[src/rtl/riscv_pkg.sv]
// Shared register-file geometry and the load-writeback record carried through
// the writeback buffer.
package riscv_pkg;
  localparam int WIDTH  = 32;
  localparam int ADDR_W = 5;
  localparam int NREG   = 32;

  typedef struct packed {
    logic [ADDR_W-1:0] rd;
    logic [WIDTH-1:0]  data;
  } lsu_wb_t;
endpackage

[src/rtl/wb_fifo.sv]
// Small synchronous FIFO of load writeback records; head is visible
// combinationally, pointers wrap modulo DEPTH.
module wb_fifo
  import riscv_pkg::*;
#(
  parameter int DEPTH = 2
) (
  input  logic                     clk,
  input  logic                     rst_n,
  input  logic                     push,
  input  logic                     pop,
  input  lsu_wb_t                  wrData,
  output lsu_wb_t                  head,
  output logic                     full,
  output logic                     empty,
  output logic [$clog2(DEPTH):0]   count
);
  localparam int PW = $clog2(DEPTH);

  lsu_wb_t         mem [DEPTH];
  logic [PW-1:0]   wrPtr;
  logic [PW-1:0]   rdPtr;
  logic            doPush;
  logic            doPop;

  assign full   = (count == (PW+1)'(DEPTH));
  assign empty  = (count == '0);
  assign doPush = push && !full;
  assign doPop  = pop && !empty;
  assign head   = mem[rdPtr];

  always_ff @(posedge clk) begin
    if (doPush) mem[wrPtr] <= wrData;
  end

  always_ff @(posedge clk or negedge rst_n) begin
    if (!rst_n) begin
      wrPtr <= '0;
      rdPtr <= '0;
      count <= '0;
    end else begin
      if (doPush) wrPtr <= wrPtr + 1'b1;
      if (doPop)  rdPtr <= rdPtr + 1'b1;
      case ({doPush, doPop})
        2'b10:   count <= count + 1'b1;
        2'b01:   count <= count - 1'b1;
        default: count <= count;
      endcase
    end
  end
endmodule

[src/rtl/wb_arbiter.sv]
// Writeback arbiter: merges ALU and buffered load results onto the register
// file write port, with load anti-starvation and an outstanding-load scoreboard.
module wb_arbiter
  import riscv_pkg::*;
#(
  parameter int WIDTH      = riscv_pkg::WIDTH,
  parameter int ADDR_W     = riscv_pkg::ADDR_W,
  parameter int NREG       = riscv_pkg::NREG,
  parameter int FIFO_DEPTH = 2,
  parameter int STARVE_MAX = 4
) (
  input  logic              clk,
  input  logic              rst_n,
  input  logic              alu_valid,
  input  logic [ADDR_W-1:0] alu_rd,
  input  logic [WIDTH-1:0]  alu_data,
  output logic              alu_stall,
  input  logic              lsu_issue,
  input  logic [ADDR_W-1:0] lsu_issue_rd,
  input  logic              lsu_valid,
  output logic              lsu_ready,
  input  logic [ADDR_W-1:0] lsu_rd,
  input  logic [WIDTH-1:0]  lsu_data,
  output logic              reg_write,
  output logic [ADDR_W-1:0] AddrD,
  output logic [WIDTH-1:0]  DataD,
  output logic [NREG-1:0]   busy
);
  localparam int CW = $clog2(STARVE_MAX + 1);
  localparam logic [CW-1:0] STARVE_LIM = CW'(STARVE_MAX);

  logic [CW-1:0]                  starveCnt;
  logic [CW-1:0]                  starveNext;
  logic [NREG-1:0]                busyNext;
  logic                           fifoFull;
  logic                           fifoEmpty;
  logic [$clog2(FIFO_DEPTH):0]    fifoCount;
  lsu_wb_t                        fifoIn;
  lsu_wb_t                        fifoHead;
  logic                           aluCand;
  logic                           selAlu;
  logic                           selFifo;
  logic                           lsuPush;

  assign alu_stall = (starveCnt == STARVE_LIM);
  assign lsu_ready = !fifoFull;
  assign aluCand   = alu_valid && (alu_rd != '0);
  // x0 load results complete the handshake but never reach the buffer
  assign lsuPush   = lsu_valid && lsu_ready && (lsu_rd != '0);
  assign fifoIn    = '{rd: lsu_rd, data: lsu_data};
  assign selFifo   = !fifoEmpty && (alu_stall || !aluCand);
  assign selAlu    = aluCand && !alu_stall;

  wb_fifo #(.DEPTH(FIFO_DEPTH)) uFifo (
    .clk    (clk),
    .rst_n  (rst_n),
    .push   (lsuPush),
    .pop    (selFifo),
    .wrData (fifoIn),
    .head   (fifoHead),
    .full   (fifoFull),
    .empty  (fifoEmpty),
    .count  (fifoCount)
  );

  always_comb begin
    starveNext = starveCnt;
    if (fifoCount == '0 || selFifo) starveNext = '0;
    else if (starveCnt != STARVE_LIM) starveNext = starveCnt + 1'b1;
  end

  // Clear before set so an issue to the register being written back wins
  always_comb begin
    busyNext = busy;
    if (selFifo) busyNext[fifoHead.rd] = 1'b0;
    if (lsu_issue && lsu_issue_rd != '0) busyNext[lsu_issue_rd] = 1'b1;
    busyNext[0] = 1'b0;
  end

  always_ff @(posedge clk or negedge rst_n) begin
    if (!rst_n) begin
      reg_write <= 1'b0;
      AddrD     <= '0;
      DataD     <= '0;
      busy      <= '0;
      starveCnt <= '0;
    end else begin
      reg_write <= selAlu || selFifo;
      if (selAlu) begin
        AddrD <= alu_rd;
        DataD <= alu_data;
      end else if (selFifo) begin
        AddrD <= fifoHead.rd;
        DataD <= fifoHead.data;
      end
      busy      <= busyNext;
      starveCnt <= starveNext;
    end
  end
endmodule

[config.mk]
export PLATFORM = sky130hd
export DESIGN_NAME = wb_arbiter
export DESIGN_NICKNAME = d
export VERILOG_FILES = /design/src/rtl/riscv_pkg.sv /design/src/rtl/wb_fifo.sv /design/src/rtl/wb_arbiter.sv
export SDC_FILE = /design/constraint.sdc
export NUM_CORES = 1
export LEC_CHECK = 0
export BUFFER_PORTS_ARGS = -buffer_cell sky130_fd_sc_hd__clkbuf_2
export CAP_MARGIN = 20
export CELL_PAD_IN_SITES_DETAIL_PLACEMENT = 1
export CELL_PAD_IN_SITES_GLOBAL_PLACEMENT = 1
export CORE_UTILIZATION = 38
export DETAILED_ROUTE_END_ITERATION = 16
export GPL_TIMING_DRIVEN = 0
export HOLD_SLACK_MARGIN = 0.08
export PLACE_DENSITY_LB_ADDON = 0.08
export REMOVE_ABC_BUFFERS = 1
export SETUP_SLACK_MARGIN = 0.2
export SYNTH_ARGS = -nofsm -noshare
export SYNTH_HDL_FRONTEND = slang
export SYNTH_SLANG_ARGS = --single-unit
[constraint.sdc]
create_clock -name clk -period 2.9 [get_ports clk]
set_clock_uncertainty 0.05 [all_clocks]
set_input_delay 0.145 -clock clk [delete_from_list [all_inputs] [get_ports clk]]
set_output_delay 0.145 -clock clk [all_outputs]
set_load 0.005 [all_outputs]
==> impl_metrics.yaml <==
global_route:
  antenna_found_initial: 0
  grtUsageTotal: 0.226
  grt_max_degree: 54
  first_global_vias: 5338
  overflow: 0
  grt_first_pass_wirelength_um: 27900
hold_path:
  whs_endpoint: "busy[20]$_DFF_PN0_"
  holdPathStages: 3
  min_from: "lsu_issue"
  hold_class: "input pin to register"
logic_synthesis:
  synth_seq_cells: 150
  ys_types: 39
  synth_mux_area_frac: 0.0657
  yosys_warnings: 0
  synth_flop_cell: "dfrtp_1"
  synth_compound_area_frac: 0.127
  synth_edf_count: 74
  synthSimpleGateAreaFrac: 0.0941
  seq_area_frac_synth: 0.670
  syn_inst: 497
  synth_top_family_by_area: "compound AO/OA/AOI/OAI gates"
  syn_avg_cell_area_um2: 12.4
  synthArstFlopShare: 0.507
  synthXorXnorAreaFrac: 0.00854
  syn-cell-area_um2: 6150
  synth_fa_ha_area_frac: 0.00610
critical_path:
  crit_type: "register to register"
  startpoint_type: "register"
  worstPathMaxFanout: 23
  end_kind: "register"
  worstPathRequired_ps: 3090
  rr_worst_depth: 6
  worst-r2r-setup-slack_ps: 320
  timing.rr.start: "starveCnt[0]$_DFFE_PN0P_"
  arrival_ps: 2770
  r2r_end: "busy[27]$_DFF_PN0_"
sta:
  hold_viol: 0
  fin_setup_tns_ps: 0
  finalSetupViolCount: 0
  slew_violations: 0
  worst_pin_slew_ps: 1090
  timing.fmax_mhz: 388
  whs_ps: 143
  slew-limit-headroom: 0.267
  min_period_ps: 2580
  rsz0062_at_grt: "false"
  finalCritPeriodShare: 0.889
drt:
  vias: 4891
  avgRoutedWirePerCell_um: 18.3
  postRouteAntennaNets: 0
  firstDrtPassIters: 4
  vias_per_cell: 5.10
  drc_errors: 0
  drt_iter0_drc: 192
  drt-total-wl_um: 17600
die:
  dieArea_um2: 16700
  die_x_um: 129
  fp.coreArea_um2: 15800
  start_util: 0.389
  io_pins: 156
  dieHeight_um: 129
  rows: 46
power_and_ir_drop:
  p_leak_nw: 3.73
  power.density_nw_per_um2: 914
  ir_worst_vdd_mv: 0.464
placement:
  port_buffers: 154
  placed_area_um2: 7250
  place_inst: 845
  dp_hpwl_um: 10500
  place.gp.congestion: 0.762
clocking:
  tritoncts: "built"
  cts_root_buf: "clkbuf_16"
  cts_buffer_depth: 2
  cts_buffers: 17
  clock_latency_ps: 420
  cts.sinks: 150
  htree_levels: 4
  clkTransAtPathRegs_ps: 60
layout:
  stdcell_area_um2: 8670
  num_antenna_cells: 0
  layout.nets: 817
  final_common_cell: "clkbuf_2"
  drive_above_1_share: 0.277
  final_cells: 959
  final_cell_mix: "clkbuf_2, dlygate4sd3_1, dfrtp_1"
  area.growth.synth_to_final_pct: 40.8
  postLayoutCoreUtil: 0.548
job:
  maxCapViolCount: 0
status:
  status: "finished clean"
synth_stat cells, drive strengths merged (4+ instances only):
cell	instances	area share
edfxtp	74	0.36
a21oi	34	0.028
o21ai	53	0.043
o41ai	9	0.013
dfrtp	76	0.31
nand3	12	0.0098
o2bb2ai	6	0.0085
nor2	43	0.026
nand2b	4	0.0041
buf	9	0.0089
o31ai	8	0.0098
nand3b	5	0.0061
a21o	6	0.0073
nand2	50	0.030
o221ai	8	0.011
mux2i	37	0.060
inv	12	0.0073
clkbuf	19	0.012
critical path: stages, from the launching register on:
cell	delay (ps)
dfrtp_1	390
inv_1	90
ha_1	190
a21boi_2	150
o21a_4	280
nor4_2	980
o221ai_1	260
how the worst max path moves through the flow:
stage	start	endpoint	slack (ps)	cells after the start
2_1_floorplan	uFifo.count[0]$_DFFE_PN0P_	uFifo.count[1]$_DFFE_PN0P_	-790	6
3_3_place_gp	uFifo.count[0]$_DFFE_PN0P_	busy[23]$_DFF_PN0_	-2510	3
3_5_place_dp	starveCnt[0]$_DFFE_PN0P_	uFifo.count[1]$_DFFE_PN0P_	-180	9
4_1_cts	starveCnt[0]$_DFFE_PN0P_	busy[27]$_DFF_PN0_	210	6
5_1_grt	starveCnt[0]$_DFFE_PN0P_	busy[27]$_DFF_PN0_	210	6
6_report	starveCnt[0]$_DFFE_PN0P_	busy[27]$_DFF_PN0_	320	6
through the flow:
stage | power, mW | worst slack, ps
2_1_floorplan | 4.54 | -792
3_3_place_gp | 5.38 | -2510
3_5_place_dp | 5.65 | -180
4_1_cts | 7.99 | 213
5_1_grt | 8.42 | 212
6_report | 7.92 | 323
timing repair:
| action | in CTS | in global routing |
|---|---|---|
| gates cloned | 2 | 0 |
| endpoints found under the hold margin | 193 | 0 |
| buffers inserted | 0 | 0 |
| gates resized for setup | 2 | 2 |
| hold buffers | 80 | 0 |
| endpoints found under the setup margin | 19 | 47 |
final cells by class:
| cell class | count | area, um2 |
|---|---|---|
| Sequential cell | 150 | 4130 |
| Inverter | 12 | 45.0 |
| Clock inverter | 13 | 158 |
| Timing Repair Buffer | 240 | 1720 |
| Fill cell | 1679 | 7160 |
| Multi-Input combinational cell | 309 | 1920 |
| Tap cell | 216 | 270 |
| Clock buffer | 19 | 433 |
flip-flops by register name, indices dropped and copies added (netlist names):
signal	cells
uFifo.wrPtr	1
starveCnt	3
DataD	32
uFifo.mem	74
reg_write	1
uFifo.rdPtr	1
uFifo.count	2
AddrD	5
busy	31
per-layer routing:
layer	vias up	GRT usage	part of all wire
met5	-	0	0
met4	0	0.0851	0.020
met3	26	0.0549	0.046
met2	127	0.396	0.52
met1	2461	0.268	0.42
li1	2277	-	-
cell families after synthesis:
group                      after synthesis
DFF                                    150
AOI/OAI and AO/OA                      129
and+or+nand+nor                        128
muxes                                   40
buffers and inverters                   40
xor gates and xnor gates                 6
adders and majority gates                3
other                                    1
report_power, final:
group          switching [mW]  internal, mW
combinational            1.42          1.08
clock                   0.859          1.35
sequential              0.344          2.87
total                    2.63          5.30
No activity file was read; power rests on OpenSTA's default activity.
